$ cat config.mk
export PLATFORM = sky130hd
export DESIGN_NAME = symbol_fifo
export DESIGN_NICKNAME = d
export VERILOG_FILES = /design/src/rtl/symbol_fifo.sv
export SDC_FILE = /design/constraint.sdc
export NUM_CORES = 1
export LEC_CHECK = 0
export BUFFER_PORTS_ARGS = -buffer_cell sky130_fd_sc_hd__buf_2
export CORE_ASPECT_RATIO = 0.7
export CORE_MARGIN = 4
export CORE_UTILIZATION = 45
export DETAILED_ROUTE_END_ITERATION = 16
export GPL_TIMING_DRIVEN = 0
export PLACE_DENSITY = 0.59
export SLEW_MARGIN = 10
export SYNTH_ARGS = -nofsm -noshare
export SYNTH_HDL_FRONTEND = slang
export SYNTH_SLANG_ARGS = --single-unit
$ cat constraint.sdc
create_clock -name inClock -period 1.91 [get_ports inClock]
set_input_delay 0.2865 -clock inClock [delete_from_list [all_inputs] [get_ports inClock]]
set_output_delay 0.2865 -clock inClock [all_outputs]
set_load 0.02 [all_outputs]
$ cat src/rtl/symbol_fifo.sv
// ---------------------------------------------------------------------------
// symbol_fifo
//
// Synchronous FIFO of DATA_W-bit symbols with optional serial (LSB-first)
// read-out and optional rising-edge qualification of the write/read requests.
// Status flags are registered from the next-state occupancy, so they always
// agree with outLevel in the same cycle.
//
// Parameters
//   DATA_W    symbol width (2..16)
//   DEPTH     number of entries (power of two, 4..256)
//   AF_LEVEL  outAlmostFull when outLevel >= AF_LEVEL
//   AE_LEVEL  outAlmostEmpty when outLevel <= AE_LEVEL
//   SER_MODE  0 = one symbol per read, 1 = one bit per read (LSB first)
//   EDGE_EN   1 = enables act on their rising edge only
//
// Ports
//   inClock         clock, rising edge
//   inReset         asynchronous reset, active high
//   inClear         synchronous flush (sticky error flags are kept)
//   inWriteEnable   write request, inData is the symbol written
//   inReadEnable    read request (symbol or bit depending on SER_MODE)
//   outData         last symbol read / symbol being serialised
//   outBit          last serial bit read (0 in parallel mode)
//   outValid        one-cycle pulse for each new outData/outBit
//   outFull, outEmpty, outAlmostFull, outAlmostEmpty   occupancy status
//   outLevel        number of stored symbols
//   outOverflow, outUnderflow   sticky error flags
// ---------------------------------------------------------------------------
module symbol_fifo #(
   parameter int DATA_W   = 4,
   parameter int DEPTH    = 16,
   parameter int AF_LEVEL = DEPTH - 2,
   parameter int AE_LEVEL = 2,
   parameter int SER_MODE = 0,
   parameter int EDGE_EN  = 0
) (
   input  logic                     inClock,
   input  logic                     inReset,
   input  logic                     inClear,
   input  logic                     inWriteEnable,
   input  logic [DATA_W-1:0]        inData,
   input  logic                     inReadEnable,
   output logic [DATA_W-1:0]        outData,
   output logic                     outBit,
   output logic                     outValid,
   output logic                     outFull,
   output logic                     outEmpty,
   output logic                     outAlmostFull,
   output logic                     outAlmostEmpty,
   output logic [$clog2(DEPTH):0]   outLevel,
   output logic                     outOverflow,
   output logic                     outUnderflow
);

   localparam int PTR_W = $clog2(DEPTH);
   localparam int LVL_W = PTR_W + 1;
   localparam int CNT_W = $clog2(DATA_W);

   logic [DATA_W-1:0] mem [DEPTH];

   logic [PTR_W-1:0]  wrPtr;
   logic [PTR_W-1:0]  rdPtr;
   logic [CNT_W-1:0]  bitCnt;
   logic [DATA_W-1:0] shiftReg;
   logic              wrPrev;
   logic              rdPrev;

   logic              effWr;
   logic              effRd;
   logic              canPop;
   logic              doPop;
   logic              doShift;
   logic              doPush;
   logic [LVL_W-1:0]  levelNext;

   always_comb begin
      effWr = (EDGE_EN != 0) ? (inWriteEnable & ~wrPrev) : inWriteEnable;
      effRd = (EDGE_EN != 0) ? (inReadEnable & ~rdPrev) : inReadEnable;

      // In serial mode a new symbol is only fetched once the previous one
      // has been fully shifted out.
      canPop  = ~outEmpty & ((SER_MODE == 0) | (bitCnt == '0));
      doPop   = effRd & canPop;
      doShift = effRd & (SER_MODE != 0) & (bitCnt != '0);
      // A pop in the same cycle frees the slot, so a full FIFO still accepts.
      doPush  = effWr & (~outFull | doPop);

      levelNext = outLevel;
      if (inClear) begin
         levelNext = '0;
      end else if (doPush && !doPop) begin
         levelNext = outLevel + LVL_W'(1);
      end else if (doPop && !doPush) begin
         levelNext = outLevel - LVL_W'(1);
      end
   end

   // Storage is deliberately not reset so it maps onto block RAM.
   always_ff @(posedge inClock) begin
      if (doPush && !inClear) begin
         mem[wrPtr] <= inData;
      end
   end

   always_ff @(posedge inClock or posedge inReset) begin
      if (inReset) begin
         wrPtr          <= '0;
         rdPtr          <= '0;
         bitCnt         <= '0;
         shiftReg       <= '0;
         wrPrev         <= 1'b0;
         rdPrev         <= 1'b0;
         outData        <= '0;
         outBit         <= 1'b0;
         outValid       <= 1'b0;
         outLevel       <= '0;
         outFull        <= 1'b0;
         outEmpty       <= 1'b1;
         outAlmostFull  <= (AF_LEVEL <= 0);
         outAlmostEmpty <= (AE_LEVEL >= 0);
         outOverflow    <= 1'b0;
         outUnderflow   <= 1'b0;
      end else begin
         wrPrev   <= inWriteEnable;
         rdPrev   <= inReadEnable;
         outValid <= 1'b0;

         outLevel       <= levelNext;
         outFull        <= (levelNext == LVL_W'(DEPTH));
         outEmpty       <= (levelNext == '0);
         outAlmostFull  <= (levelNext >= LVL_W'(AF_LEVEL));
         outAlmostEmpty <= (levelNext <= LVL_W'(AE_LEVEL));

         if (inClear) begin
            wrPtr  <= '0;
            rdPtr  <= '0;
            bitCnt <= '0;
         end else begin
            if (doPush) begin
               wrPtr <= wrPtr + PTR_W'(1);
            end

            if (doPop) begin
               rdPtr    <= rdPtr + PTR_W'(1);
               outData  <= mem[rdPtr];
               outValid <= 1'b1;
               if (SER_MODE != 0) begin
                  // Bit 0 goes out now; the shift register keeps the rest.
                  outBit   <= mem[rdPtr][0];
                  shiftReg <= mem[rdPtr] >> 1;
                  bitCnt   <= CNT_W'(DATA_W - 1);
               end
            end else if (doShift) begin
               outBit   <= shiftReg[0];
               shiftReg <= shiftReg >> 1;
               bitCnt   <= bitCnt - CNT_W'(1);
               outValid <= 1'b1;
            end

            if (effWr && outFull && !doPop) begin
               outOverflow <= 1'b1;
            end
            if (effRd && !doPop && !doShift) begin
               outUnderflow <= 1'b1;
            end
         end
      end
   end

endmodule

==> impl_metrics.json, run 1 <==
{
  "status": "completed",
  "die_w_um": 118,
  "mostFrequentLayoutCell": "edfxtp_1",
  "worstSetupPathType": "reg -> reg",
  "p_clk_share_pct": 33.6,
  "clock_path_buffers": 2,
  "synth_compound_area_share_pct": 7.02,
  "ir_drop_mv": 0.647,
  "grt.overflow.total": 0,
  "clkTransAtPathRegs_ps": 60,
  "fmax_ghz": 0.537,
  "fin_area_sq_mm": 0.00452,
  "path_max_fanout": 7,
  "rr_worst_depth": 5,
  "worstPathRequired_ps": 1900,
  "drv_cap": 0,
  "max_slew_margin_pct": 32.4,
  "die_area_sq_mm": 0.0101,
  "period_needed_ps": 1860,
  "clock-sinks": 88,
  "final_layout_size_suffix_gt1_share_pct": 27.5,
  "synth_ff_type": "edfxtp_1",
  "synth-simple-area-share_pct": 10.9,
  "fin_tns_setup_ps": 0,
  "core_area_sq_mm": 0.00807,
  "cts-root-buf": "clkbuf_16",
  "dpl_cell_area_sq_mm": 0.00407,
  "p_switching_mw": 1.44,
  "dr.pass1.iters": 5,
  "cts_htree_levels": 3,
  "r2r-start": "outEmpty",
  "gr-usage-all-layers_pct": 17.0,
  "p_int_mw": 3.70,
  "grt_pass1_vias": 2208,
  "synth-edff-count": 64,
  "slowest_delay_ps": 390,
  "ioPinCount": 26,
  "grt_pass1_wl_mm": 12.7,
  "rows": 27,
  "drcViolationCount": 0,
  "holdBufCountCts": 0,
  "fin_skew_ps": 10.5,
  "yosys_warnings": 0,
  "synthMuxAreaShare_pct": 9.99,
  "drv_slew": 0,
  "num_vias": 2296,
  "yosysUniqueCellTypes": 44,
  "insertedDiodeCount": 0,
  "power_density_mw_per_mm2": 1140,
  "critical-path-slowest-cell": "nor3_2",
  "finalCritPeriodShare_pct": 97.5,
  "worstSetupStartpointType": "flip-flop",
  "synthArstFlopShare_pct": 27.3,
  "worstMarginPinSlew_ps": 1010,
  "antenna_left": 0,
  "finalSetupViolCount": 0,
  "insertion_delay_ps": 340,
  "seq_area_frac_synth_pct": 65.9,
  "cts_tree": "yes",
  "endpoint_kind": "flip-flop",
  "antenna_found_initial": 0,
  "synth_top_family_by_area": "simple AND/OR/NAND/NOR gates",
  "start_util_pct": 47.5,
  "ys_ff_latch": 88,
  "cp_num_buf_inv": 1,
  "timing.rr.end": "mem[3][1]",
  "syn_avg_cell_area_sq_um": 14.1,
  "pwr-share-seq_pct": 44.5,
  "drt-initial-drc-count": 197,
  "cp_top_family": "simple AND/OR/NAND/NOR gates",
  "nNetsFinal": 327,
  "final_cell_mix": "edfxtp_1 (64), mux2i_1 (24), buf_2 (23), nand2_1 (22), dfrtp_1 (21)",
  "routed_wl_mm": 8.14,
  "path_cells": "nand2b_4 > buf_6 > a21oi_1 > nand2_1 > nor3_2",
  "detail_route.wl_per_cell_um": 19.5,
  "cts_buffers": 9,
  "vias_per_cell": 5.51,
  "p_leak_nw": 1.65,
  "ff2ff_setup_slack_ps": 50,
  "rsz0062_at_grt": "yes",
  "grt_max_degree": 25,
  "hold_slack_ps": 185,
  "place.gp.congestion": 0.750,
  "syn_area_sq_mm": 0.00383,
  "area_growth_pct": 17.9,
  "numPortBuffers": 22,
  "die_y_um": 85.2,
  "synthCells": 271,
  "hold_class": "in -> async",
  "cp.arrival_ps": 1850,
  "p_comb_share_pct": 21.9,
  "swShare_pct": 28.1,
  "synth_fa_ha_area_share_pct": 2.28,
  "hpwl_mm": 5.64,
  "synth_xor_area_share_pct": 1.14,
  "synthesis.nets": 287,
  "hold_viol_final": 0
}
## worst reg2reg max path: stages, from the launching register on
cell	delay (ps)
dfstp_2	380
nand2b_4	130
buf_6	130
a21oi_1	260
nand2_1	220
nor3_2	390
## cells by family (layout without fill, tap and decap cells)
group           after synthesis  in the layout
other cells                   1              1
compound gates               33             33
xor+xnor                      5              5
buf+inv                      21             66
fa+ha+maj                     7              7
flops                        88             88
mux                          31             31
simple gates                 85             85
## final cells by class
class | instances | area, sq um
tap | 101 | 126
buffer | 12 | 76.3
clock inverter | 5 | 47.5
clock buffer | 11 | 243
fill | 645 | 3550
multi-input combinational | 162 | 1300
sequential | 88 | 2530
timing repair buffer | 29 | 163
inverter | 9 | 37.5
## per-layer routing
metal	vias up	global-route usage (%)	wire, um
li1	1082	-	-
met1	1132	27.4	4350
met2	73	21.8	3160
met3	9	4.73	533
met4	0	5.21	100
met5	-	0	0
## synth_stat cells (2+ instances only)
cell	count	share of area, %
buf_4	4	0.78
nor3b_2	2	0.65
mux2_4	2	0.78
nand2b_1	5	0.82
nor2_1	27	2.6
inv_1	9	0.88
dfrtp_1	22	14
nor2b_1	4	0.65
o21ai_0	2	0.26
mux2i_1	24	6.3
buf_2	2	0.26
nand4_1	4	0.65
and2b_1	2	0.39
dfstp_2	2	1.4
edfxtp_1	64	50
a211oi_1	2	0.39
a221oi_1	2	0.46
xnor2_1	2	0.46
o21bai_1	2	0.39
a21oi_1	9	1.2
mux4_2	5	2.9
nand3_1	5	0.65
ha_1	7	2.3
buf_1	4	0.39
nand2_1	22	2.2
a2111oi_4	2	1.4
and3_1	2	0.33
xor2_1	3	0.69
nor3_1	7	0.91
a22oi_1	8	1.6
## what timing repair did
action / CTS / global route
gates resized for setup: 8 / 19
gates cloned: 0 / 0
pin swaps: 1 / 3
endpoints found under the setup margin: 18 / 70
setup buffers: 4 / 3
## worst max-delay path by stage
stage / from / to / slack [ps] / cells past startpoint
CTS: outLevel[0] / outAlmostEmpty / 8 / 6
finish: outEmpty / mem[3][1] / 50 / 5
global route: outEmpty / mem[9][3] / -100 / 5
detailed placement: outEmpty / mem[3][1] / -180 / 5
floorplan: outLevel[0] / outAlmostEmpty / 30 / 6
global placement: outEmpty / mem[3][1] / -170 / 5
## registers in the layout, indices dropped and copies added, names as in the netlist
| signal | flops |
|---|---|
| outEmpty | 1 |
| outLevel | 5 |
| wrPtr | 4 |
| outFull | 1 |
| mem | 64 |
| outData | 4 |
| outUnderflow | 1 |
| outAlmostFull | 1 |
| rdPtr | 4 |
| outAlmostEmpty | 1 |
| outOverflow | 1 |
| outValid | 1 |
## through the flow
step	instances	total power [mW]	util, %	setup WS [ps]
finish	417	5.15	56.0	47.2
global route	417	5.35	56.0	-103
CTS	414	5.11	54.8	7.71
detailed placement	394	3.33	50.4	-181
global placement	394	3.32	50.4	-172
floorplan	271	3.02	-	28.8
## power by group through the flow
stage / Clock, mW / Sequential, mW / Combinational (mW)
3_3_place_gp: 0 / 2.33 / 0.991
5_1_grt: 1.82 / 2.31 / 1.23
4_1_cts: 1.74 / 2.29 / 1.07
3_5_place_dp: 0 / 2.34 / 0.999
6_report: 1.73 / 2.29 / 1.13
2_1_floorplan: 0 / 2.45 / 0.572
Note: power is estimated with default switching activity, not from simulation.
==> inputs of run 2 (changes only) <==
--- a/config.mk
+++ b/config.mk
@@ -11,7 +11,7 @@
 export CORE_UTILIZATION = 45
 export DETAILED_ROUTE_END_ITERATION = 16
 export GPL_TIMING_DRIVEN = 0
-export PLACE_DENSITY = 0.59
+export PLACE_DENSITY_LB_ADDON = 0.25
 export SLEW_MARGIN = 10
 export SYNTH_ARGS = -nofsm -noshare
 export SYNTH_HDL_FRONTEND = slang
==> run 2 against run 1 <==
Sequential power hardly changed; clock power decreased by 2%; worst hold slack gained 7.2 ps; combinational power is essentially flat; count of clock-buffer cells in the layout is 3 higher; sequential cell count unchanged; die area stayed put; critical path type unchanged; critical endpoint is now mem[6][3]; largest cell class unchanged.
==> impl_metrics.json, run 2 (synthesized netlist as in run 1, its figures left out) <==
{
  "status": "completed",
  "power_density_mw_per_mm2": 1120,
  "detail_route.wl_per_cell_um": 19.2,
  "numPortBuffers": 22,
  "rows": 27,
  "cp_num_buf_inv": 1,
  "insertedDiodeCount": 0,
  "pwr-share-seq_pct": 45.1,
  "clock-sinks": 88,
  "cts_buffers": 9,
  "clock_path_buffers": 2,
  "place.gp.congestion": 0.843,
  "p_leak_nw": 1.66,
  "reg_top3": "mem: 64 flops, outLevel: 5 flops",
  "ioPinCount": 26,
  "cp.arrival_ps": 1870,
  "drcViolationCount": 0,
  "antenna_left": 0,
  "cts_tree": "yes",
  "largest_reg_flops": 64,
  "finalWorstSetupSlack_ps": 19.5,
  "mostFrequentLayoutCell": "edfxtp_1",
  "antenna_found_initial": 0,
  "hpwl_mm": 5.51,
  "endpoint_kind": "flip-flop",
  "grt_pass1_wl_mm": 12.7,
  "swShare_pct": 27.7,
  "grt_max_degree": 25,
  "cts_htree_levels": 3,
  "p_comb_share_pct": 21.7,
  "clkTransAtPathRegs_ps": 60,
  "hold_viol_final": 0,
  "critical-path-slowest-cell": "nor2_1",
  "worstSetupStartpointType": "flip-flop",
  "rsz0062_at_grt": "yes",
  "worstMarginPinSlew_ps": 1020,
  "p_int_mw": 3.68,
  "vias_per_cell": 5.47,
  "max_slew_margin_pct": 31.9,
  "worstPathRequired_ps": 1890,
  "routed_wl_mm": 7.97,
  "area_growth_pct": 18.8,
  "hold_slack_ps": 192,
  "grt_pass1_vias": 2235,
  "p_switching_mw": 1.41,
  "place_ws_ps": -211,
  "gr-usage-all-layers_pct": 17.1,
  "path_max_fanout": 8,
  "drv_cap": 0,
  "dr.pass1.iters": 4,
  "fin_skew_ps": 7.49,
  "path_cells": "nand2b_4 > buf_6 > a21oi_1 > nand2_1 > nor2_1",
  "insertion_delay_ps": 340,
  "finish.utilization_pct": 56.4,
  "die_y_um": 85.2,
  "final_cell_mix": "edfxtp_1 (64), buf_2 (24), mux2i_1 (24), nand2_1 (22), dfrtp_1 (22)",
  "grt.overflow.total": 0,
  "period_needed_ps": 1890,
  "finalCritPeriodShare_pct": 99.0,
  "drt-initial-drc-count": 236,
  "ir_drop_mv": 0.614,
  "total_power_mw": 5.09,
  "nNetsFinal": 326,
  "regMostFlops": "mem",
  "dp.cells": 394,
  "die_w_um": 118,
  "worstSetupPathType": "reg -> reg",
  "nFillCells": 649,
  "slowest_delay_ps": 410,
  "finalSetupViolCount": 0,
  "fin_cells": 416,
  "p_clk_share_pct": 33.2,
  "cp_top_family": "simple AND/OR/NAND/NOR gates",
  "cts-root-buf": "clkbuf_16",
  "num_vias": 2277,
  "fmax_ghz": 0.529,
  "start_util_pct": 47.5,
  "die_area_sq_mm": 0.0101,
  "drv_slew": 0,
  "final_layout_size_suffix_gt1_share_pct": 29.2,
  "hold_class": "in -> async",
  "core_area_sq_mm": 0.00807
}
[run 2: cell type report]
type                            count  area, sq um  share of cell area [%]
Sequential cell                    88         2520                    55.4
Multi-Input combinational cell    162         1340                    29.3
Clock buffer                       14          284                    6.23
Timing Repair Buffer               29          163                    3.57
Tap cell                          101          126                    2.77
Buffer                             11         75.1                    1.65
Inverter                            9         33.8                   0.742
Clock inverter                      2         12.5                   0.275
[run 2: power by group through the flow]
stage                     Combinational (mW)  Sequential (mW)  Clock, mW
after global placement                 0.978             2.33          0
after floorplan                        0.572             2.45          0
after global routing                    1.21             2.31       1.81
final                                   1.10             2.29       1.69
after detailed placement               0.988             2.33          0
after CTS                               1.03             2.29       1.73
[run 2: worst paths after layout]
path	from	to	slack (ps)	depth (start not counted)
max reg2reg	outEmpty	mem[6][3]	20	5
min reg2reg	outOverflow	outOverflow	470	1
max in group asynchronous	inReset	outAlmostFull	1100	2
min in group inClock	inReadEnable	outUnderflow	240	3
min	inReset	outData[2]	190	2
max	outEmpty	mem[6][3]	20	5
[run 2: metal layers]
layer / part of all wire [%] / vias up / wire length [um] / global-route usage (%)
li1: - / 1083 / - / -
met1: 47 / 1121 / 3710 / 25.8
met2: 43 / 62 / 3430 / 24.0
met3: 9.0 / 11 / 717 / 4.40
met4: 1.4 / 0 / 111 / 5.74
met5: 0 / - / 0 / 0
[run 2: stage by stage]
step	TNS (ps)	cell area, sq um
4_1_cts	-0.251	4430
3_3_place_gp	-1720	4070
2_1_floorplan	0	3830
6_report	0	4560
3_5_place_dp	-2530	4070
5_1_grt	-2960	4560
[run 2: what timing repair did]
action | 4_1_cts | 5_1_grt
setup endpoints to repair | 31 | 62
gates resized for setup | 12 | 22
setup buffers | 2 | 5
hold buffers | 0 | 0
pin swaps | 0 | 3
==> inputs of run 3 (changes only) <==
--- a/config.mk
+++ b/config.mk
@@ -12,6 +12,8 @@
 export DETAILED_ROUTE_END_ITERATION = 16
 export GPL_TIMING_DRIVEN = 0
 export PLACE_DENSITY_LB_ADDON = 0.25
+export SETUP_SLACK_MARGIN = 0.4
+export SKIP_CTS_REPAIR_TIMING = 1
 export SLEW_MARGIN = 10
 export SYNTH_ARGS = -nofsm -noshare
 export SYNTH_HDL_FRONTEND = slang
==> run 3 against run 2 <==
Clock skew grew 2.3 ps; design area increased by 8.0%; count of clock-buffer cells in the layout shrank 3; critical path type unchanged; largest cell class unchanged; critical endpoint is now outAlmostFull.
==> impl_metrics.json, run 3 (synthesized netlist as in run 1, its figures left out) <==
{
  "antenna_left": 0,
  "grt.overflow.total": 0,
  "ioPinCount": 26,
  "cts-root-buf": "clkbuf_16",
  "fin_cells": 428,
  "hold_slack_ps": 182,
  "start_util_pct": 47.5,
  "multi_input_area_sq_mm": 0.00152,
  "mostFrequentLayoutCell": "edfxtp_1",
  "cts_tree": "yes",
  "grt_pass1_vias": 2299,
  "use_met2_pct": 23.6,
  "die_y_um": 85.2,
  "die_w_um": 118,
  "p_clk_share_pct": 31.5,
  "dr.pass1.iters": 4,
  "numPortBuffers": 22,
  "worstSetupPathType": "reg -> reg",
  "endpoint_kind": "flip-flop",
  "finalCritPeriodShare_pct": 94.5,
  "drv_cap": 0,
  "insertedDiodeCount": 0,
  "nNetsFinal": 338,
  "worstMarginPinSlew_ps": 1010,
  "slowest_delay_ps": 530,
  "drcViolationCount": 0,
  "ir_drop_mv": 0.570,
  "detail_route.wl_per_cell_um": 20.6,
  "num_vias": 2407,
  "drv_slew": 0,
  "area_growth_pct": 28.4,
  "pwr-share-seq_pct": 43.0,
  "fin_skew_ps": 9.80,
  "critical-path-slowest-cell": "dfstp_2",
  "final_layout_size_suffix_gt1_share_pct": 40.7,
  "drt-initial-drc-count": 209,
  "final_cell_mix": "edfxtp_1 (64), buf_2 (24), mux2i_1 (22), dfrtp_1 (18), buf_4 (16)",
  "rsz0062_at_grt": "yes",
  "grt_pass1_wl_mm": 12.8,
  "p_switching_mw": 1.52,
  "insertion_delay_ps": 340,
  "hpwl_mm": 5.71,
  "core_area_sq_mm": 0.00807,
  "rows": 27,
  "max_slew_margin_pct": 32.6,
  "grt_max_degree": 25,
  "register_area_sq_mm": 0.00253,
  "use_met1_pct": 25.9,
  "antenna_found_initial": 0,
  "largest_reg_flops": 64,
  "place.gp.congestion": 0.854,
  "p_int_mw": 3.81,
  "busiest_layer": "met1",
  "clkTransAtPathRegs_ps": 60,
  "p_comb_share_pct": 25.5,
  "hold_class": "in -> async",
  "reg_top3": "mem: 64 flops, outLevel: 5 flops",
  "path_cells": "nand2b_4 > buf_8 > and3_4 > a32oi_2 > mux2_4 > a31o_4",
  "finalSetupViolCount": 0,
  "routed_wl_mm": 8.81,
  "clock-sinks": 88,
  "fin_area_sq_mm": 0.00492,
  "cts_buffers": 9,
  "nFillCells": 576,
  "clock_path_buffers": 2,
  "worstSetupStartpointType": "flip-flop",
  "cts_htree_levels": 3,
  "hold_viol_final": 0,
  "period_needed_ps": 1810,
  "dp.cells": 394,
  "dpl_cell_area_sq_mm": 0.00420,
  "swShare_pct": 28.6,
  "vias_per_cell": 5.62,
  "status": "completed",
  "regMostFlops": "mem",
  "worstPathRequired_ps": 2140,
  "use_met3_pct": 6.40,
  "path_max_fanout": 5,
  "gr-usage-all-layers_pct": 17.3,
  "die_area_sq_mm": 0.0101,
  "power_density_mw_per_mm2": 1080,
  "fmax_ghz": 0.554,
  "p_leak_nw": 1.79,
  "cp.arrival_ps": 2040
}
run 3: final cells by class:
cell class | instances | area share, %
clock inverters | 5 | 0.966
plain buffers | 12 | 2.41
clock buffers | 11 | 4.73
repair buffers | 40 | 6.20
inverters | 9 | 0.788
flip-flops and latches | 88 | 51.4
multi-input cells | 162 | 30.9
well taps | 101 | 2.57
run 3: worst paths after layout:
| check | from | endpoint | slack [ps] | cells past startpoint |
|---|---|---|---|---|
| setup / recovery | outEmpty | outAlmostFull | 100 | 6 |
| hold / removal | inReset | outValid | 180 | 2 |
| setup reg to reg | outEmpty | outAlmostFull | 100 | 6 |
| hold reg to reg | outData[2] | outData[2] | 470 | 2 |
| max in group asynchronous | inReset | outFull | 1040 | 2 |
| min in group inClock | inReadEnable | outUnderflow | 230 | 3 |
run 3: power by group through the flow:
stage	clock network, mW	logic (mW)	registers, mW
after floorplan	0	0.623	2.45
after global placement	0	1.04	2.33
after detailed placement	0	1.04	2.34
after CTS	1.71	1.05	2.30
after global routing	1.80	1.46	2.31
final	1.68	1.36	2.29
run 3: routing by layer:
metal | up-vias | wire [um]
met3 | 5 | 695
li1 | 1111 | -
met5 | - | 0
met4 | 0 | 63
met2 | 87 | 3770
met1 | 1204 | 4280
run 3: stage by stage:
step / setup TNS, ps / total power, mW / utilization, % / worst slack, ps
global route: 0 / 5.57 / 61.0 / 65.8
finish: 0 / 5.34 / 61.0 / 104
CTS: -533 / 5.06 / 55.5 / -70.4
detailed placement: -439 / 3.38 / 52.1 / -62.7
floorplan: 0 / 3.08 / - / 52.8
global placement: -232 / 3.37 / 52.1 / -34.6
run 3: critical path: cells and delay by family (launching register included):
| family | cells | cell delay, ps |
|---|---|---|
| AND/OR/NAND/NOR | 2 | 340 |
| buffers and inverters | 1 | 120 |
| AO/OA/AOI/OAI | 2 | 340 |
| flip-flops | 1 | 530 |
| multiplexers | 1 | 370 |
